--- src/rtl/counter_sched.sv ---
// counter_sched: shares one external up/down counter between two requesters.
// The winner of a round-robin arbitration gets the counter cleared, then
// enabled until it reaches the target value, and finally receives a done pulse.
module counter_sched #(
  parameter int WIDTH = 8
) (
  input  logic             clk,
  input  logic             rst,
  input  logic             req_a,
  input  logic [WIDTH-1:0] steps_a,
  input  logic             dir_a,
  output logic             gnt_a,
  output logic             done_a,
  input  logic             req_b,
  input  logic [WIDTH-1:0] steps_b,
  input  logic             dir_b,
  output logic             gnt_b,
  output logic             done_b,
  output logic             cnt_rst,
  output logic             cnt_enable,
  output logic             cnt_direction,
  input  logic [WIDTH-1:0] cnt_value,
  output logic             busy
);

  typedef enum logic [3:0] {
    IDLE  = 4'b0001,
    CLEAR = 4'b0010,
    RUN   = 4'b0100,
    DONE  = 4'b1000
  } state_t;

  localparam logic OWN_A = 1'b0;
  localparam logic OWN_B = 1'b1;

  state_t           state_r, state_s;
  logic             owner_r, owner_s;
  logic             last_r;
  logic             dir_r, dir_s;
  logic [WIDTH-1:0] term_r, term_s;
  logic [WIDTH-1:0] steps_sel_s;
  logic             owner_req_s;
  logic             at_term_s;
  logic             gnt_a_r, gnt_b_r, done_a_r, done_b_r;
  logic             busy_r, cnt_rst_r, cnt_dir_r;

  // Request line of whoever currently owns the counter (drop means abort).
  always_comb begin
    owner_req_s = 1'b0;
    if (owner_r == OWN_B) begin
      owner_req_s = req_b;
    end else begin
      owner_req_s = req_a;
    end
  end

  assign at_term_s = (cnt_value == term_r);

  // Next-state logic, arbitration and latching of the winner's run parameters.
  always_comb begin
    state_s     = state_r;
    owner_s     = owner_r;
    dir_s       = dir_r;
    term_s      = term_r;
    steps_sel_s = {WIDTH{1'b0}};
    case (state_r)
      IDLE: begin
        if (req_a || req_b) begin
          if (req_a && req_b) begin
            owner_s = ~last_r;
          end else if (req_b) begin
            owner_s = OWN_B;
          end else begin
            owner_s = OWN_A;
          end
          if (owner_s == OWN_B) begin
            steps_sel_s = steps_b;
            dir_s       = dir_b;
          end else begin
            steps_sel_s = steps_a;
            dir_s       = dir_a;
          end
          // Counting down from zero wraps, so the target is the two's complement.
          term_s  = dir_s ? steps_sel_s : ({WIDTH{1'b0}} - steps_sel_s);
          state_s = CLEAR;
        end else begin
          state_s = IDLE;
        end
      end
      CLEAR: begin
        if (owner_req_s) begin
          state_s = RUN;
        end else begin
          state_s = IDLE;
        end
      end
      RUN: begin
        if (!owner_req_s) begin
          state_s = IDLE;
        end else if (at_term_s) begin
          state_s = DONE;
        end else begin
          state_s = RUN;
        end
      end
      DONE: begin
        state_s = IDLE;
      end
      default: begin
        state_s = IDLE;
      end
    endcase
  end

  // State, owner, latched run parameters and round-robin history.
  always_ff @(posedge clk or posedge rst) begin
    if (rst) begin
      state_r <= IDLE;
      owner_r <= OWN_A;
      last_r  <= OWN_B;
      dir_r   <= 1'b0;
      term_r  <= {WIDTH{1'b0}};
    end else begin
      state_r <= state_s;
      owner_r <= owner_s;
      dir_r   <= dir_s;
      term_r  <= term_s;
      if ((state_r == IDLE) && (state_s == CLEAR)) begin
        last_r <= owner_s;
      end
    end
  end

  // Registered outputs decoded from the next state so they align with it.
  always_ff @(posedge clk or posedge rst) begin
    if (rst) begin
      gnt_a_r   <= 1'b0;
      gnt_b_r   <= 1'b0;
      done_a_r  <= 1'b0;
      done_b_r  <= 1'b0;
      busy_r    <= 1'b0;
      cnt_rst_r <= 1'b0;
      cnt_dir_r <= 1'b0;
    end else begin
      gnt_a_r   <= (state_s != IDLE) && (owner_s == OWN_A);
      gnt_b_r   <= (state_s != IDLE) && (owner_s == OWN_B);
      done_a_r  <= (state_s == DONE) && (owner_s == OWN_A);
      done_b_r  <= (state_s == DONE) && (owner_s == OWN_B);
      busy_r    <= (state_s != IDLE);
      // Dedicated flop: cnt_rst drives an async reset and must not glitch.
      cnt_rst_r <= (state_s == CLEAR);
      if ((state_r == CLEAR) && (state_s == RUN)) begin
        cnt_dir_r <= dir_r;
      end
    end
  end

  // Enable drops in the same cycle the target is reached or the owner aborts.
  assign cnt_enable    = (state_r == RUN) && owner_req_s && !at_term_s;
  assign cnt_direction = cnt_dir_r;
  assign cnt_rst       = cnt_rst_r;
  assign gnt_a         = gnt_a_r;
  assign gnt_b         = gnt_b_r;
  assign done_a        = done_a_r;
  assign done_b        = done_b_r;
  assign busy          = busy_r;

endmodule

--- config.mk ---
export PLATFORM = sky130hd
export DESIGN_NAME = counter_sched
export DESIGN_NICKNAME = d
export VERILOG_FILES = /design/src/rtl/counter_sched.sv
export SDC_FILE = /design/constraint.sdc
export NUM_CORES = 1
export LEC_CHECK = 0
export CORE_ASPECT_RATIO = 0.75
export CORE_MARGIN = 2
export CORE_UTILIZATION = 47
export DETAILED_ROUTE_END_ITERATION = 10
export HOLD_SLACK_MARGIN = 0.08
export PLACE_DENSITY_LB_ADDON = 0.12
export SLEW_MARGIN = 30
export SYNTH_ARGS = -nofsm -noshare
export SYNTH_HDL_FRONTEND = slang
export SYNTH_SLANG_ARGS = --single-unit
--- constraint.sdc ---
create_clock -name clk -period 2.46 [get_ports clk]
set_input_delay 0.615 -clock clk [delete_from_list [all_inputs] [get_ports clk]]
set_output_delay 0.615 -clock clk [all_outputs]
set_load 0.005 [all_outputs]
==> impl_results.md <==
- PwrDens: 897.6 mW/mm^2
- Yosys cell types: 39
- Post-CTS setup buffer count: 0
- CP max FO: 2
- Placed cells: 216
- Num CTS Buffers: 3
- Mapped Cells: 131
- Top cells by instance count after synthesis: dfrtp_1 (20), nor2_1 (15), mux2i_1 (13)
- Antenna violations before repair: 0
- Max-Cap Viols: 0
- Max-slew headroom: between 60% and 70%
- Dpl hpwl: 2607 um
- R2R cell count: 6
- CTS resizes: 5
- LEAKAGE: around 0.83 nW
- Wirelength per Cell: 14.92 um
- Top FF cell, synth: dfrtp_1
- Asr flop ratio synth: 100.0%
- Via count: around 1200
- Reg-to-reg startpoint: last_r
- Fill count: 198
- Area Overhead vs Synth: 44.65%
- CP arrival: between 1500 and 2000 ps
- Critical Path End Type: output port
- Top Registers: term_r x8, state_r x4
- # rows: 16
- Initial core utilization: 49.90%
- Clock Path Buffers: 2
- Switch share: 33.01%
- Outcome: finished clean
- CTS tree: done
- Hold Startpoint: dir_r
- Synth area leaders: dfrtp_1 (38%), mux2i_1 (9.9%), xnor2_1 (6.0%), nor2_1 (4.3%), dfstp_2 (4.0%)
- Final cell count without fillers: 220
- Worst vdd ir: 0.0005930 V
- EDFF count, synth: 0
- Post-synthesis area per instance: 9.990 um^2
- Clk_lat worst skew: around 260 ps
- Worst path cell trace: clkdlybuf4s50_1, mux2i_1, or3_4, nor3_2, buf_2
- Antenna diodes: 0
- Total GRT Usage: 22.42%
- I/O Buffers: 37
- Final ANT Viol Nets: 0
- Die Area: 0.003227 mm^2
- Hold Path Class: reg2reg
- Clock Skew: 5.618 ps
- Die Ht: 49.70 um
- Layout cells sized above 1: between 15 and 20%
- Yosys reg bits: 22
- DRC viols: 0
- Vias in the first global route: 1214
- CP startpoint kind: input pin
- Worst setup path start: req_a
- Final wirelength: 3283 um
- CP max stage delay: 480 ps
- Final setup vio count: 0
- Internal: ~0.0011 W
- Clk root buf: clkbuf_8
- Critical path class: in2out
- First-pass GRT wire length: roughly 5600 um
- Register area share after synthesis: 42.26%
- Worst slew pin tran: approximately 490 ps
- Tcrit/Tclk final: a little under 100%
- Net Count, Synth: roughly 160
- Largest register FFs: 8
- Top Ports: 38
- Final Hold Viols: 0
- Clk sinks: 22
- Largest net degree at the start of global routing: 23
- Max Slew Vio Count: 0
- Hold buffer count at cts: 0
- P_sw: 0.0005609 W
- Synth warnings: 0
- Sequential power share: 37.3%
- Drt first-iter violations: 94
- Top reg by flops: term_r
- Worst EP required: 1850 ps
- Nets: 216
- Setup TNS: 0 ps
- Combinational share of power: 43.1%
- H-tree Lvls: 1
- GRT overflow: 0
- Mapped Area: 0.001309 mm^2
- Yosys top cell area share: 38.24%
- Clock share of power: 19.6%
- Clk slew on worst S/H paths: 80 ps
- RSZ-0062 raised after global routing: no
- Final min period: about 2400 ps
- Max Fclk: 0.4191 GHz
- Post-synth top area cell: dfrtp_1
- Slowest-stage cell, CP: clkdlybuf4s50_1
- Routability cong.: 0.9511
- CORE AREA: roughly 0.0026 mm^2
- First-pass detailed-route iteration total: 4
- Hold Path Cell Cnt: 2
- DR vias/cell: 5.514
- Cell with the most instances after synthesis: dfrtp_1
- DIE WIDTH: 64.93 um
[area by class of cell]
type / count / area, um^2 / share of cell area [%]
tap: 36 / 45.04 / 2.379
inverter: 9 / 33.78 / 1.785
multi-input combinational: 98 / 719.4 / 38.00
timing repair buffer: 51 / 470.5 / 24.85
clock buffer: 3 / 41.29 / 2.181
clock inverter: 1 / 30.03 / 1.586
sequential: 22 / 553.0 / 29.21
[per-stage QoR]
stage | utilization (%) | setup slack, ps | hold slack (ps) | cell area (um^2) | total power, W
global route | 72.19 | 0.7498 | 513.4 | 1893 | 0.001818
floorplan | - | 405.1 | 444.4 | 1309 | 0.001051
global placement | 69.32 | -333.0 | 470.5 | 1818 | 0.001324
detailed placement | 69.32 | -351.9 | 469.1 | 1818 | 0.001363
finish | 72.19 | 73.79 | 484.0 | 1893 | 0.001699
CTS | 72.04 | 72.57 | 489.0 | 1889 | 0.001704
[cell usage in the layout (no fill, tap or decap), types with 3 or more instances in the layout]
cell | Yosys | routed
clkdlybuf4s50_1 | 0 | 36
dfrtp_1 | 20 | 20
nor2_1 | 15 | 15
buf_4 | 1 | 14
mux2i_1 | 13 | 12
nor3_1 | 10 | 9
xnor2_1 | 9 | 9
inv_1 | 8 | 8
nand2_1 | 5 | 5
o21ai_0 | 5 | 5
o31ai_1 | 3 | 3
nor4_1 | 3 | 3
clkbuf_8 | 0 | 3
[logic make-up (layout without fill, tap and decap cells)]
| logic type | Yosys count | in the layout | share of synthesized area [%] |
|---|---|---|---|
| mux | 16 | 16 | 12.81 |
| compound gates | 29 | 29 | 16.92 |
| fa+ha+maj | 1 | 1 | 0.9559 |
| simple gates | 43 | 43 | 17.59 |
| buf+inv | 11 | 64 | 3.441 |
| flops | 22 | 22 | 42.26 |
| xor+xnor | 9 | 9 | 6.023 |
[worst paths after layout]
| check | to | slack, ps |
|---|---|---|
| max | cnt_enable | 70 |
| max in group asynchronous | last_r | 1490 |
| min reg2reg | dir_r | 480 |
| min | dir_r | 480 |
| max reg2reg | term_r[6] | 530 |
| min in group asynchronous | state_r[3] | 690 |
[critical path, delay by kind of cell]
family                 cells  cell delay [ps]
and+or+nand+nor            2              480
buffers and inverters      2              610
muxes                      1               70
[layer usage]
metal  vias up  GRT usage, %  part of all wire (%)
met5         -             0                     0
met4         0         4.610                  0.88
met3         4         3.653                   4.0
met2        31         36.25                    46
met1       583         31.82                    49
li1        595             -                     -
[power by group through the flow]
stage | clock network, W | registers [W] | logic [W]
detailed placement | 0 | 0.000636 | 0.000727
CTS | 0.000337 | 0.000631 | 0.000735
global route | 0.000353 | 0.000650 | 0.000815
finish | 0.000332 | 0.000634 | 0.000732
global placement | 0 | 0.000627 | 0.000698
floorplan | 0 | 0.000612 | 0.000439
No activity file was read; power rests on OpenSTA's default activity.
